<file path="src/rtl/mem_arbiter.sv">
// Purpose : shares one synchronous memory between the CPU (m0) and the monitor/debug master (m1).
// Latency : ack and memory issue are combinational in the request cycle; read data returns one cycle after ack.
// Backpressure: a master holds req and its payload until ack. m0 has fixed priority, m1 is served after
//               STARVE_LIMIT consecutive m0 grants, and m1_lock stalls m0 entirely.
// Ports:
//   clk, reset (sync, active-low)
//   m0_* / m1_* : req/wen/addr/wdata in; ack/rdata/rvalid out
//   m1_lock in, m1_locked out
//   mem_*       : cs/wen/addr/wdata out, rdata in
module mem_arbiter #(
    parameter int WIDTH        = 32,
    parameter int ADDR_SIZE    = 12,
    parameter int STARVE_LIMIT = 4
) (
    input  logic                 clk,
    input  logic                 reset,
    input  logic                 m0_req,
    input  logic                 m0_wen,
    input  logic [ADDR_SIZE-1:0] m0_addr,
    input  logic [WIDTH-1:0]     m0_wdata,
    output logic                 m0_ack,
    output logic [WIDTH-1:0]     m0_rdata,
    output logic                 m0_rvalid,
    input  logic                 m1_req,
    input  logic                 m1_wen,
    input  logic [ADDR_SIZE-1:0] m1_addr,
    input  logic [WIDTH-1:0]     m1_wdata,
    output logic                 m1_ack,
    output logic [WIDTH-1:0]     m1_rdata,
    output logic                 m1_rvalid,
    input  logic                 m1_lock,
    output logic                 m1_locked,
    output logic                 mem_cs,
    output logic                 mem_wen,
    output logic [ADDR_SIZE-1:0] mem_addr,
    output logic [WIDTH-1:0]     mem_wdata,
    input  logic [WIDTH-1:0]     mem_rdata
);

    localparam logic [3:0] LIMIT = 4'(STARVE_LIMIT);

    typedef enum logic {ARB = 1'b0, LOCKED = 1'b1} state_t;

    state_t     state;
    state_t     state_nxt;
    logic [3:0] streak;
    logic [3:0] streak_nxt;
    logic       gnt0;
    logic       gnt1;
    logic       rd_own0;
    logic       rd_own1;

    // State register
    always_ff @(posedge clk) begin
        if (!reset) begin
            state <= ARB;
        end else begin
            state <= state_nxt;
        end
    end

    // Next-state logic
    always_comb begin
        state_nxt = state;
        case (state)
            ARB:     if (m1_lock)  state_nxt = LOCKED;
            LOCKED:  if (!m1_lock) state_nxt = ARB;
            default: state_nxt = ARB;
        endcase
    end

    // Grant logic. Grants are suppressed while reset is low so nothing is
    // issued to memory (and no read is tagged) during reset.
    always_comb begin
        gnt0 = 1'b0;
        gnt1 = 1'b0;
        if (reset) begin
            case (state)
                ARB: begin
                    if (m1_lock) begin
                        // Lock request wins over everything, including starvation relief.
                        gnt1 = m1_req;
                    end else if (m0_req && m1_req) begin
                        if (streak == LIMIT) gnt1 = 1'b1;
                        else                 gnt0 = 1'b1;
                    end else begin
                        gnt0 = m0_req;
                        gnt1 = m1_req;
                    end
                end
                LOCKED:  gnt1 = m1_req;
                default: ;
            endcase
        end
    end

    // Starvation counter: counts m0 grants taken while m1 was waiting.
    always_comb begin
        streak_nxt = streak;
        if (state == LOCKED && !m1_lock) begin
            streak_nxt = 4'd0;
        end else if (gnt1 || !m1_req) begin
            streak_nxt = 4'd0;
        end else if (gnt0 && streak < LIMIT) begin
            streak_nxt = streak + 4'd1;
        end
    end

    always_ff @(posedge clk) begin
        if (!reset) begin
            streak <= 4'd0;
        end else begin
            streak <= streak_nxt;
        end
    end

    // Read owner tags: memory returns data the cycle after a read is issued.
    always_ff @(posedge clk) begin
        if (!reset) begin
            rd_own0 <= 1'b0;
            rd_own1 <= 1'b0;
        end else begin
            rd_own0 <= gnt0 && !m0_wen;
            rd_own1 <= gnt1 && !m1_wen;
        end
    end

    assign m0_ack    = gnt0;
    assign m1_ack    = gnt1;
    assign m1_locked = (state == LOCKED);

    assign mem_cs    = gnt0 || gnt1;
    assign mem_wen   = gnt1 ? m1_wen   : (gnt0 ? m0_wen   : 1'b0);
    assign mem_addr  = gnt1 ? m1_addr  : (gnt0 ? m0_addr  : '0);
    assign mem_wdata = gnt1 ? m1_wdata : (gnt0 ? m0_wdata : '0);

    assign m0_rvalid = rd_own0;
    assign m1_rvalid = rd_own1;
    assign m0_rdata  = rd_own0 ? mem_rdata : '0;
    assign m1_rdata  = rd_own1 ? mem_rdata : '0;

endmodule

</file>
<file path="config.mk">
export PLATFORM = sky130hd
export DESIGN_NAME = mem_arbiter
export DESIGN_NICKNAME = d
export VERILOG_FILES = /design/src/rtl/mem_arbiter.sv
export SDC_FILE = /design/constraint.sdc
export NUM_CORES = 1
export LEC_CHECK = 0
export ABC_AREA = 1
export CAP_MARGIN = 25
export CORE_MARGIN = 10
export CORE_UTILIZATION = 23
export CTS_BUF_LIST = sky130_fd_sc_hd__clkbuf_4 sky130_fd_sc_hd__clkbuf_8
export DETAILED_ROUTE_END_ITERATION = 12
export GPL_TIMING_DRIVEN = 0
export PLACE_DENSITY = 0.83
export SYNTH_ARGS = -nofsm -noshare
export SYNTH_HDL_FRONTEND = slang
export SYNTH_SLANG_ARGS = --single-unit
</file>
<file path="constraint.sdc">
create_clock -name clk -period 1.7 [get_ports clk]
set_input_delay 0.34 -clock clk [delete_from_list [all_inputs] [get_ports clk]]
set_output_delay 0.34 -clock clk [all_outputs]
set_load 0.03 [all_outputs]
</file>
* After elaboration in Yosys (flattened, before gate mapping)
Cells that the tools add are included.
** Cells by class
- Add/subtract/negate cells :: 1
- Magnitude comparators :: 1
- Equality and inequality tests :: 1
- Multiplexer cells :: 19
- Bitwise logic cells :: 2
- Reduce and logical (&&, ||, !) cells :: 12
** Operators with widths (count)
- $mux 32 :: 4
- $mux 12 :: 2
- $mux 1 :: 12
- $logic_and 1x1->1 :: 5
- $add 4x1->4 const B :: 1
- $eq 4x3->1 const B :: 1
- $logic_not 1->1 :: 4
- $lt 4x3->1 const B :: 1
- $reduce_or 3->1 :: 1
- $logic_or 1x1->1 :: 2
- $not 1->1 :: 2
- $pmux 1 s2 :: 1
** Word-level totals
- Bits in registers :: 7
- Input port bits :: 127
- Output and inout port bits :: 115
- Word-level logic and storage cells :: 40

* Longest topological paths before layout
Gate-level depths: netlist of the first run.
- Word-level depth :: 8
- Gate-level depth with buffers :: 9
- Mapped depth without buffers :: 8

* Worst setup path after synthesis of the first run
Ideal clock, no wire load.
- Path kind :: flip-flop to output port
- Start point :: register state (netlist: m1_locked)
- End point :: output mem_wdata[22]
- Arrival :: 1.364 ns
- Data required time :: 1.360 ns
- Slack :: -0.004 ns
- Cell stages (with the launch flop) :: 10
- Buffers on the path :: 1
- Cells stage by stage :: dfxtp_1 > inv_2 > nand3_4 > inv_1 > nand2_2 > nand2_4 > inv_6 > buf_6 > nand2_1 > nand2_1
** On the way
- Word-level cells in the longest chain between the ends :: 4
- Elaborated cells on any way between the ends :: 7
- Classes of those cells :: mux: 6; bitwise: 1
** Ends and longest elaborated chain
- from (decl) :: RTL line 44 : state_t state;
- from (signal assigned) :: RTL line 58 : state <= state_nxt;
- $not 1->1
- $pmux 1 s2 * :: RTL line 78 : case (state)
- $mux 1 * :: RTL line 77 : if (reset) begin
- net m1_ack :: RTL line 28 : output logic m1_ack,
- $mux 32 * :: RTL line 135 : assign mem_wdata = gnt1 ? m1_wdata : (gnt0 ? m0_wdata : '0);
- to (decl) :: RTL line 36 : output logic [WIDTH-1:0] mem_wdata,
Mark *: on every way through the listed nets, which the timed path passes. The rest lies on a longest branch.

* Worst setup path in the final report of the first run
- Start point :: register streak[0]
- End point :: output mem_wdata[2]
** On the way
- Word-level cells in the longest chain between the ends :: 8
- Elaborated cells on any way between the ends :: 13
- Classes of those cells :: eq/ne: 1; mux: 12
** Ends and longest elaborated chain
- from (decl) :: RTL line 46 : logic [3:0] streak;
- from (signal assigned) :: RTL line 113 : streak <= streak_nxt;
- $eq 4x3->1 * :: RTL line 84 : if (streak == LIMIT) gnt1 = 1'b1;
- $mux 1 :: RTL line 84
- $mux 1 :: RTL line 83 : end else if (m0_req && m1_req) begin
- $mux 1 :: RTL line 80 : if (m1_lock) begin
- $mux 1 :: RTL line 78
- $mux 1 :: RTL line 77
- $mux 32 :: RTL line 135
- $mux 32 * :: RTL line 135
Every way passes the cells marked *; elsewhere a longest branch is shown, timed or not.

==> run summary, run 1 <==
The run finished, with violations left. The checks that failed: negative setup slack. The run gives 0.5951 mW as the net switching component of the power.

The routed via count divided by cell count works out to 4.345. Fraction of power spent switching nets: 41.00%. The reported leakage power is 2.671 nW, and the first-pass GRT wire length is 16.47 mm. For this run, the register share of the synthesized area comes to 9.158%. After synthesis, the mean cell area works out to 4.651 µm².

The floorplan step defined a die boundary enclosing 0.01032 mm². Among all stages on the critical path, the largest delay is contributed by dfxtp_2. The number of detailed-routing iterations run before antenna repair came out at 4. Among the stages of the critical path, the cell type that occurs most often is nand2_4.

Path type of the worst setup path: flip-flop to primary output. The core region is 0.006422 mm². The floorplan step set the die width to 101.6 µm. Most common cell after layout, fill and taps aside: clkdlybuf4s50_1. In the final routed layout, each cell accounts on average for 17.81 µm. For the total placed cells including tap cells, the log shows 647. The number of instances in the synthesized netlist was 329.

The transition time at the pin with the least slew margin is 0.3477 ns, and the via count of the routed design is 2894. After floorplanning, the core was divided into 29 placement rows. During placement, the flow inserted port buffers numbering 241.

Number of fill cells in the layout: 462. For the number of antenna violations at the first check in global routing, the log shows 0. Setup violations remaining at the end of the flow were counted as 47. Global routing used 20.41% of the available tracks across all layers. The cell-internal power was 0.8562 mW; the longest individual stage delay on the worst path was 0.32 ns. The launch point of the worst hold path was reset. The number of warning messages in the yosys log was 0.

The logs give 0 for the count of endpoints failing hold in the final timing report and 0.001530 mm² for the synthesized area. The tools report the portion of total power attributed to combinational logic as 71.6%. For the worst setup path, the data required time is 1.36 ns. The detail route stage leaves a number of antenna-violating nets equal to 0.

In this run the tightest slew margin relative to its limit is 76.75%. The tools report the count of clock tree sinks as 7. Synthesis inferred 7 register bits. The top cell types in the final layout, fill and taps aside, are clkdlybuf4s50_1, nand2_1, nand2_2. The clock insertion delay at the later pin of the skew report was 0.24 ns; the share of final-layout standard cells stronger than drive strength 1 was 43.63%. Summed over all layers, the global routing overflow is 0. The cell area after placement is 0.004040 mm², and the biggest fanout along the worst timing path is 5. The top-level port count was 242; the clock input transition at the sequential cells of the worst setup and hold paths was 0.04 ns. Entering global routing, the biggest net connects 11 pins. Power comes to 1.451 mW.

The critical path endpoint category is a primary output. The finished cells cover 0.004727 mm². The die is 101.6 µm tall. TritonCTS built the clock tree.

Max-cap violations in this run came to 0. Setup repair after global routing could not meet its margin everywhere. Timing would allow up to 520.1 MHz. Fraction of power consumed by sequential logic: 11.8%. The total inserted antenna cells is 0.

The tools report the final layout net count as 719. The initial cell density of the core is 23.83%, and the placer's final routability congestion estimate is 0.8264. Detailed placement ended at an HPWL of 9.311 mm. Initial DRC count: 31. For the smallest setup slack after layout, the log shows -0.2229 ns. When the netlist entered floorplanning its net count stood at 458.

The area used by multi-input combinational logic is 0.001339 mm², and the count of unique library cells instantiated by Yosys is 22. The number of buffers on the longest clock path came out at 2. Across the routed clock network, the largest skew measured is 0.006592 ns. The sequential cells in the finished layout cover a total of 146.4 µm². In this run the power density over the cells is 307.0 mW/mm².

The data arrival time of the critical path is 1.58 ns, and the final number of max-transition violations is 0. The tools report the detailed-route wire length as 11.86 mm. The finished layout holds 666 standard cells, fillers aside. The DRC violation count after routing is 0. The startpoint type of the worst setup path was a flip-flop. Subtracting the final worst setup slack from the clock period gives 1.923 ns. The clock root buffer master is clkbuf_8. Walking the worst path, the cells encountered are inv_2 -> ha_4 -> nand3_4 -> nand2_4 -> nand2_8 -> clkinv_8 -> buf_8 -> nand2_4 -> nand2_4 -> buf_6.

The worst min-delay path category was input pin to flip-flop. The via count of the first global-routing pass came out at 3124. For the number of CTS-inserted buffers, the log shows 3. The critical path starts at streak[0]. The share of total power dissipated in the clock network is 16.6%.

The worst path uses 113.1% of the clock period. From synthesis to final layout, the design area changed by 208.9%. The tightest hold margin is 0.4846 ns. For the maximum VDD drop, the log shows 0.3324 mV. In this run the critical register-to-register path is launched from streak[0]. The tools report the level count of the clock H-tree as 1.
-- cells in the mapped netlist (all sizes together) --
| cell type | n | area [µm²] |
|---|---|---|
| clkbuf | 6 | 22.52 |
| a21oi | 1 | 5.000 |
| inv | 80 | 312.8 |
| ha | 2 | 25.02 |
| o21ai | 1 | 5.000 |
| nand4 | 4 | 31.28 |
| nand3 | 3 | 27.53 |
| nand2 | 209 | 824.5 |
| buf | 8 | 98.84 |
| dfxtp | 7 | 140.1 |
| nor2 | 8 | 37.54 |
-- worst paths after layout --
kind                        to  slack (ns)  cells past startpoint
setup reg to reg     streak[0]        0.46                      8
hold reg to reg      streak[2]        0.57                      2
setup / recovery  mem_wdata[2]       -0.22                     10
hold / removal       m1_locked        0.48                      3
-- critical path: cells and delay by family (launching register included) --
kind	cells	cell delay, ns
DFF	1	0.32
and+or+nand+nor	5	0.41
buffers and inverters	4	0.44
adders and majority gates	1	0.17
-- power groups by stage --
stage               combinational [mW]  clock, mW  sequential [mW]
CTS                              0.987      0.246            0.172
detailed placement               0.886          0            0.174
global route                      1.09      0.254            0.172
floorplan                        0.342          0            0.179
global placement                 0.877          0            0.174
finish                            1.04      0.241            0.172
-- stage by stage --
stage	setup WS (ns)	TNS, ns	utilization, %
floorplan	0.02900	0	-
global placement	-0.9341	-58.64	62.91
detailed placement	-0.9459	-60.09	62.91
CTS	-0.2169	-8.165	71.26
global route	-0.2776	-11.86	73.60
finish	-0.2229	-8.815	73.60
-- area by class of cell --
cell class | instances | area share (%)
repair buffers | 253 | 54.31
multi-input cells | 228 | 28.32
inverters | 80 | 6.776
plain buffers | 14 | 3.653
flip-flops and latches | 7 | 3.097
well taps | 77 | 2.038
clock buffers | 3 | 0.8735
repair inverters | 3 | 0.8205
clock inverters | 1 | 0.1059
-- routing by layer --
metal  routed length, µm  vias to the layer above  global-route usage [%]
met4                 269                        0                   5.611
li1                    -                     1434                       -
met3                1340                       20                   8.918
met5                   0                        -                       0
met2                6639                      159                   42.25
met1                3615                     1281                   16.77
-- logic make-up (layout without fill, tap and decap cells) --
logic type	after synthesis	in the layout	synth area share (%)
AO/OA/AOI/OAI	2	2	0.6535
adder cells (fa/ha/maj)	2	2	1.635
AND/OR/NAND/NOR	224	224	60.18
buffers and inverters	94	354	28.37
flip-flops	7	7	9.158
-- repair_timing --
item / CTS / global route
cloned: 7 / 0
resized for setup: 611 / 83
setup endpoints to repair: 114 / 105
hold buffers: 0 / 0
pin swaps: 44 / 37
buffers inserted: 6 / 2
-- registers in the layout (all words and copies together) (netlist names) --
name and count:
m1_locked 1, m1_rvalid 1, streak 4, m0_rvalid 1
Power figures use the tool's default switching activity.
==> run 2: changes to the inputs <==
- CTS_CLUSTER_DIAMETER: not set -> 60
==> results of run 2 <==
The final DEF is identical to that of run 1; final timing and power are the same.
==> variant 1 (settings of run 1) <==
Change the parameter `WIDTH` from 32 to 36.
--- a/src/rtl/mem_arbiter.sv
+++ b/src/rtl/mem_arbiter.sv
@@ -8,7 +8,7 @@
 //   m1_lock in, m1_locked out
 //   mem_*       : cs/wen/addr/wdata out, rdata in
 module mem_arbiter #(
-    parameter int WIDTH        = 32,
+    parameter int WIDTH        = 36,
     parameter int ADDR_SIZE    = 12,
     parameter int STARVE_LIMIT = 4
 ) (
Interface: changed (6 resized); port bits go from 242 to 266. The function was not compared with the original's and may differ.
==> variant 1 against run 1 <==
- the flow still finishes with violations (negative setup slack)
- critical path depth did not move
- synthesized area up 5.8%
- clock skew shrank 0.0021 ns
- synthesized cell count rose by 9.7%
- total power grew 7.6%
- design area increased by 4.0%
- core utilization decreased by 1.6 points
- wire length rose by 13%
- sequential cell count unchanged
- setup slack lost 0.033 ns
- combinational power is 9% higher
- hold slack lost 0.043 ns
- count of clock-buffer cells in the layout grew 1
- cell count rose by 12%
- largest cell class unchanged
- largest power group unchanged
==> variant 1: results (changes against run 1) <==
[metrics] start point of the worst min-delay path: m1_lock
[metrics] Net Count, Synth: 502 (+9.6%)
[metrics] peak supply drop: 328.8 uV (-1.1%)
[metrics] 1st-iter DRT viols: 86 (+180%)
[metrics] share of cells above drive strength 1: 43.95% (+0.32 points)
[metrics] post-detailed-routing wire length: 13,440 um (+13%)
[metrics] Worst Reg2Reg Path Length in Cells: 10 (+2)
[metrics] result of the run: finished with violations
[metrics] most frequent cells after synthesis: sky130_fd_sc_hd__nand2_1 (218), sky130_fd_sc_hd__inv_1 (86), sky130_fd_sc_hd__nand2_2 (10)
[metrics] failing checks: negative setup slack
[metrics] worst hold margin: 0.4412 ns (-0.04345 ns)
[metrics] part of the Yosys area used for sequential elements: 8.655% (-0.50 points)
[metrics] Data arrival, critical path: 1.62 ns (+0.04 ns)
[metrics] Area contributors post-synth: sky130_fd_sc_hd__nand2_1 (51%), sky130_fd_sc_hd__inv_1 (20%), sky130_fd_sc_hd__dfxtp_1 (8.7%), sky130_fd_sc_hd__nand2_2 (3.9%), sky130_fd_sc_hd__buf_6 (2.8%)
[metrics] Nets: 795 (+11%)
[metrics] Reg2Reg Launch Point: m1_locked
[metrics] Port-buffer cells: 265 (+10%)
[metrics] vias in the first global route: 3,313 (+6.0%)
[metrics] LEAKAGE: 0.003029 uW (+13%)
[metrics] fraction of power spent switching nets: 40.74% (-0.27 points)
[metrics] FF-to-FF setup slack: 0.29 ns (-0.17 ns)
[metrics] number of failing setup endpoints in the final timing report: 52 (+11%)
[metrics] placer congestion estimate: 0.9060 (+9.6%)
[metrics] vias after detailed routing: 3,207 (+11%)
[metrics] slack of the critical path: -0.2554 ns (-0.03251 ns)
==> variant 1: metrics by stage <==
stage	setup TNS, ns	power, uW	setup WS (ns)	std cells	area, um2
after floorplan	0	544.0	0.02564	361	1620
after global placement	-69.33	1124	-0.9608	722	4393
after detailed placement	-71.90	1135	-0.9832	722	4393
after CTS	-8.610	1505	-0.2039	745	4921
after global routing	-14.01	1640	-0.3172	749	4917
final	-10.20	1561	-0.2554	749	4917
==> variant 1: power by group through the flow <==
stage               Combinational [uW]  Sequential [uW]  Clock, uW
floorplan                          366              178          0
global placement                   952              172          0
detailed placement                 963              173          0
CTS                               1070              170        261
global route                      1190              170        281
finish                            1130              170        263
==> variant 1: critical path: cells and delay by family (launching register included) <==
family	cells	cell delay, ns
buffers and inverters	4	0.46
adders and majority gates	1	0.16
DFF	1	0.31
and+or+nand+nor	5	0.44
==> variant 1: layout make-up <==
type	count	area [um2]
well taps	96	120.1
clock buffers	4	48.80
repair buffers	286	2639
multi-input cells	248	1386
repair inverters	2	22.52
plain buffers	18	206.4
inverters	88	350.3
flip-flops and latches	7	143.9
fillers	564	1914
==> variant 1: routing by layer <==
metal / vias to the layer above / GRT usage [%] / part of all wire [%]
li1: 1588 / - / -
met1: 1426 / 20.71 / 35
met2: 176 / 44.32 / 55
met3: 17 / 7.311 / 8.3
met4: 0 / 4.672 / 1.9
met5: - / 0 / 0
==> variant 1: timing repair <==
action / 4_1_cts / 5_1_grt
gates cloned: 9 / 2
endpoints found under the setup margin: 124 / 101
resized for setup: 706 / 164
pin swaps: 33 / 42
buffers inserted: 10 / 4
==> variant 1: kinds of logic (layout without fill, tap and decap cells) <==
group	Yosys count	in the layout	share of synthesized area [%]
adder cells (fa/ha/maj)	2	2	1.545
buffers and inverters	106	398	28.59
flip-flops	7	7	8.655
AO/OA/AOI/OAI	2	2	0.6176
AND/OR/NAND/NOR	244	244	60.59
==> variant 1: worst max path at each step <==
stage	from	cells past startpoint	slack (ns)	endpoint
3_3_place_gp	m1_lock	11	-0.96	mem_addr[3]
4_1_cts	streak[1]	10	-0.20	mem_addr[3]
6_report	streak[0]	10	-0.26	mem_wdata[2]
2_1_floorplan	streak[0]	8	0.03	mem_wdata[26]
5_1_grt	streak[0]	10	-0.32	mem_wdata[2]
3_5_place_dp	m1_lock	11	-0.98	mem_addr[3]
==> variant 2 (flow settings as in run 1) <==
Made on the original files. Make the reset (`reset`) asynchronous in 3 clocked blocks.
--- a/src/rtl/mem_arbiter.sv
+++ b/src/rtl/mem_arbiter.sv
@@ -51,7 +51,7 @@
     logic       rd_own1;
 
     // State register
-    always_ff @(posedge clk) begin
+    always_ff @(posedge clk or negedge reset) begin
         if (!reset) begin
             state <= ARB;
         end else begin
@@ -106,7 +106,7 @@
         end
     end
 
-    always_ff @(posedge clk) begin
+    always_ff @(posedge clk or negedge reset) begin
         if (!reset) begin
             streak <= 4'd0;
         end else begin
@@ -115,7 +115,7 @@
     end
 
     // Read owner tags: memory returns data the cycle after a read is issued.
-    always_ff @(posedge clk) begin
+    always_ff @(posedge clk or negedge reset) begin
         if (!reset) begin
             rd_own0 <= 1'b0;
             rd_own1 <= 1'b0;
Formal check against the unedited RTL: differs if reset is asserted again (counterexample within 4 cycles, from zero or initial values and one cycle with reset low); with reset held inactive, the same outputs for 10 cycles.
==> variant 2 against run 1 <==
- the run still ends with negative setup slack left
- design area increased by 3.8%
- synthesized area up 4.9%
- total power down 1.6%
- setup slack worse by 0.090 ns
- global-route usage down 1.3 points
- sequential cell count unchanged
- wire length decreased by 4.2%
- clock power rose by 5%
- highest routed layer unchanged
==> variant 2: results (changes against run 1) <==
[metrics] slack of the critical path: -0.3125 ns (-0.08966 ns)
[metrics] share of cells above drive strength 1: 43.90% (+0.27 points)
[metrics] total half-perimeter wirelength after legalization and detailed placement: 9406 um (+1.0%)
[metrics] worst hold margin: 0.04537 ns (-0.4393 ns)
[metrics] final sum of negative setup slack: -12.19 ns (-3.377 ns)
[metrics] aggregate global-route resource usage: 19.15% (-1.3 points)
[metrics] type of the most critical hold path: primary input to async pin
[metrics] number of failing setup endpoints in the final timing report: 48 (+2.1%)
[metrics] remaining max-slew budget at the tightest pin: 75.97% (-0.77 points)
[metrics] count of cell types in the netlist: 20 (-9.1%)
[metrics] Net Count, Synth: 456 (-0.44%)
[metrics] global-route wire length before repair: 16,830 um (+2.2%)
[metrics] placer congestion estimate: 0.8805 (+6.5%)
[metrics] vias in the first global route: 3,019 (-3.4%)
[metrics] final worst clock skew: 0.003633 ns (-0.002959 ns)
[metrics] count of placed standard cells including taps: 664 (+2.6%)
[metrics] average cell area after synthesis: 4.909 um2 (+5.5%)
[metrics] failing checks: negative setup slack
[metrics] slowest stage cell on the critical path: sky130_fd_sc_hd__dfrtp_1
[metrics] part of the Yosys area used for sequential elements: 10.91% (+1.8 points)
[metrics] fraction of registers with async set/reset: 100.0% (+100 points)
[metrics] Nets: 720 (+0.14%)
[metrics] result of the run: finished with violations
[metrics] count of filler cells inserted in the layout: 529 (+15%)
[metrics] LEAKAGE: 0.002722 uW (+1.9%)
[metrics] Reg2Reg Launch Point: streak[0]
[metrics] Data arrival, critical path: 1.67 ns (+0.09 ns)
[metrics] Area contributors post-synth: sky130_fd_sc_hd__nand2_1 (43%), sky130_fd_sc_hd__inv_1 (17%), sky130_fd_sc_hd__dfrtp_1 (11%), sky130_fd_sc_hd__nand2_2 (11%), sky130_fd_sc_hd__buf_12 (3.7%)
[metrics] 1st-iter DRT viols: 55 (+77%)
[metrics] number of vias per cell: 4.226 (-2.7%)
[metrics] peak supply drop: 304.7 uV (-8.3%)
## variant 2: cell count changes after synthesis, moves of 2 or more
cell                      delta
sky130_fd_sc_hd__dfrtp_1     +7
sky130_fd_sc_hd__buf_6       +3
sky130_fd_sc_hd__inv_1       -5
sky130_fd_sc_hd__nand2_2    +17
sky130_fd_sc_hd__dfxtp_1     -7
sky130_fd_sc_hd__buf_8       -2
sky130_fd_sc_hd__nand2_1    -14
sky130_fd_sc_hd__buf_4       -3
sky130_fd_sc_hd__buf_12      +2
## variant 2: cell families (layout without fill, tap and decap cells)
family,after synthesis,in the layout,share of synthesized area (%)
compound gates,2,2,0.6236
buf+inv,89,352,27.20
simple gates,227,227,59.70
flops,7,7,10.91
fa+ha+maj,2,2,1.559
## variant 2: layout make-up
type | count | area share, %
Buffer | 13 | 3.264
Clock buffer | 4 | 0.9946
Inverter | 75 | 6.146
Multi-Input combinational cell | 231 | 26.93
Sequential cell | 7 | 3.622
Tap cell | 96 | 2.448
Timing Repair Buffer | 257 | 55.96
Timing Repair inverter | 3 | 0.6376
## variant 2: what timing repair did
item | in CTS | in global routing
setup endpoints to repair | 114 | 112
buffers inserted | 9 | 2
pin swaps | 10 | 15
resized for setup | 566 | 64
cloned | 4 | 4
## variant 2: metal layers
metal / global-route usage [%] / up-vias / part of all wire, %
met2: 39.23 / 152 / 56
met3: 6.815 / 9 / 9.4
met5: 0 / - / 0
li1: - / 1442 / -
met1: 17.69 / 1296 / 34
met4: 2.419 / 0 / 0.92
## variant 2: worst reg2reg max path: stages (launching register included)
cell,delay (ns)
sky130_fd_sc_hd__dfrtp_1,0.39
sky130_fd_sc_hd__inv_2,0.08
sky130_fd_sc_hd__ha_4,0.17
sky130_fd_sc_hd__nand3_4,0.08
sky130_fd_sc_hd__nand2_4,0.11
sky130_fd_sc_hd__nand2_8,0.09
sky130_fd_sc_hd__buf_4,0.16
sky130_fd_sc_hd__nand3_1,0.08
sky130_fd_sc_hd__nor2_1,0.05
## variant 2: where the power goes
group	switching, uW	internal [uW]
clock network	73.4	178
registers	3.55	171
logic	477	525
total	554	874
## variant 2: worst max path at each step
stage	start	endpoint	slack, ns	depth (start not counted)
6_report	streak[0]	mem_wdata[27]	-0.31	10
5_1_grt	streak[0]	mem_wdata[23]	-0.38	10
4_1_cts	streak[1]	mem_wdata[21]	-0.28	10
3_5_place_dp	reset	mem_addr[9]	-1.22	9
3_3_place_gp	reset	mem_wdata[5]	-1.18	9
2_1_floorplan	streak[0]	mem_wdata[22]	0.02	9
## variant 2: through the flow
step	cell area (um2)	power (uW)
after floorplan	1700	522.5
after global placement	4233	1045
after detailed placement	4233	1056
after CTS	4628	1360
after global routing	4906	1504
final	4906	1428
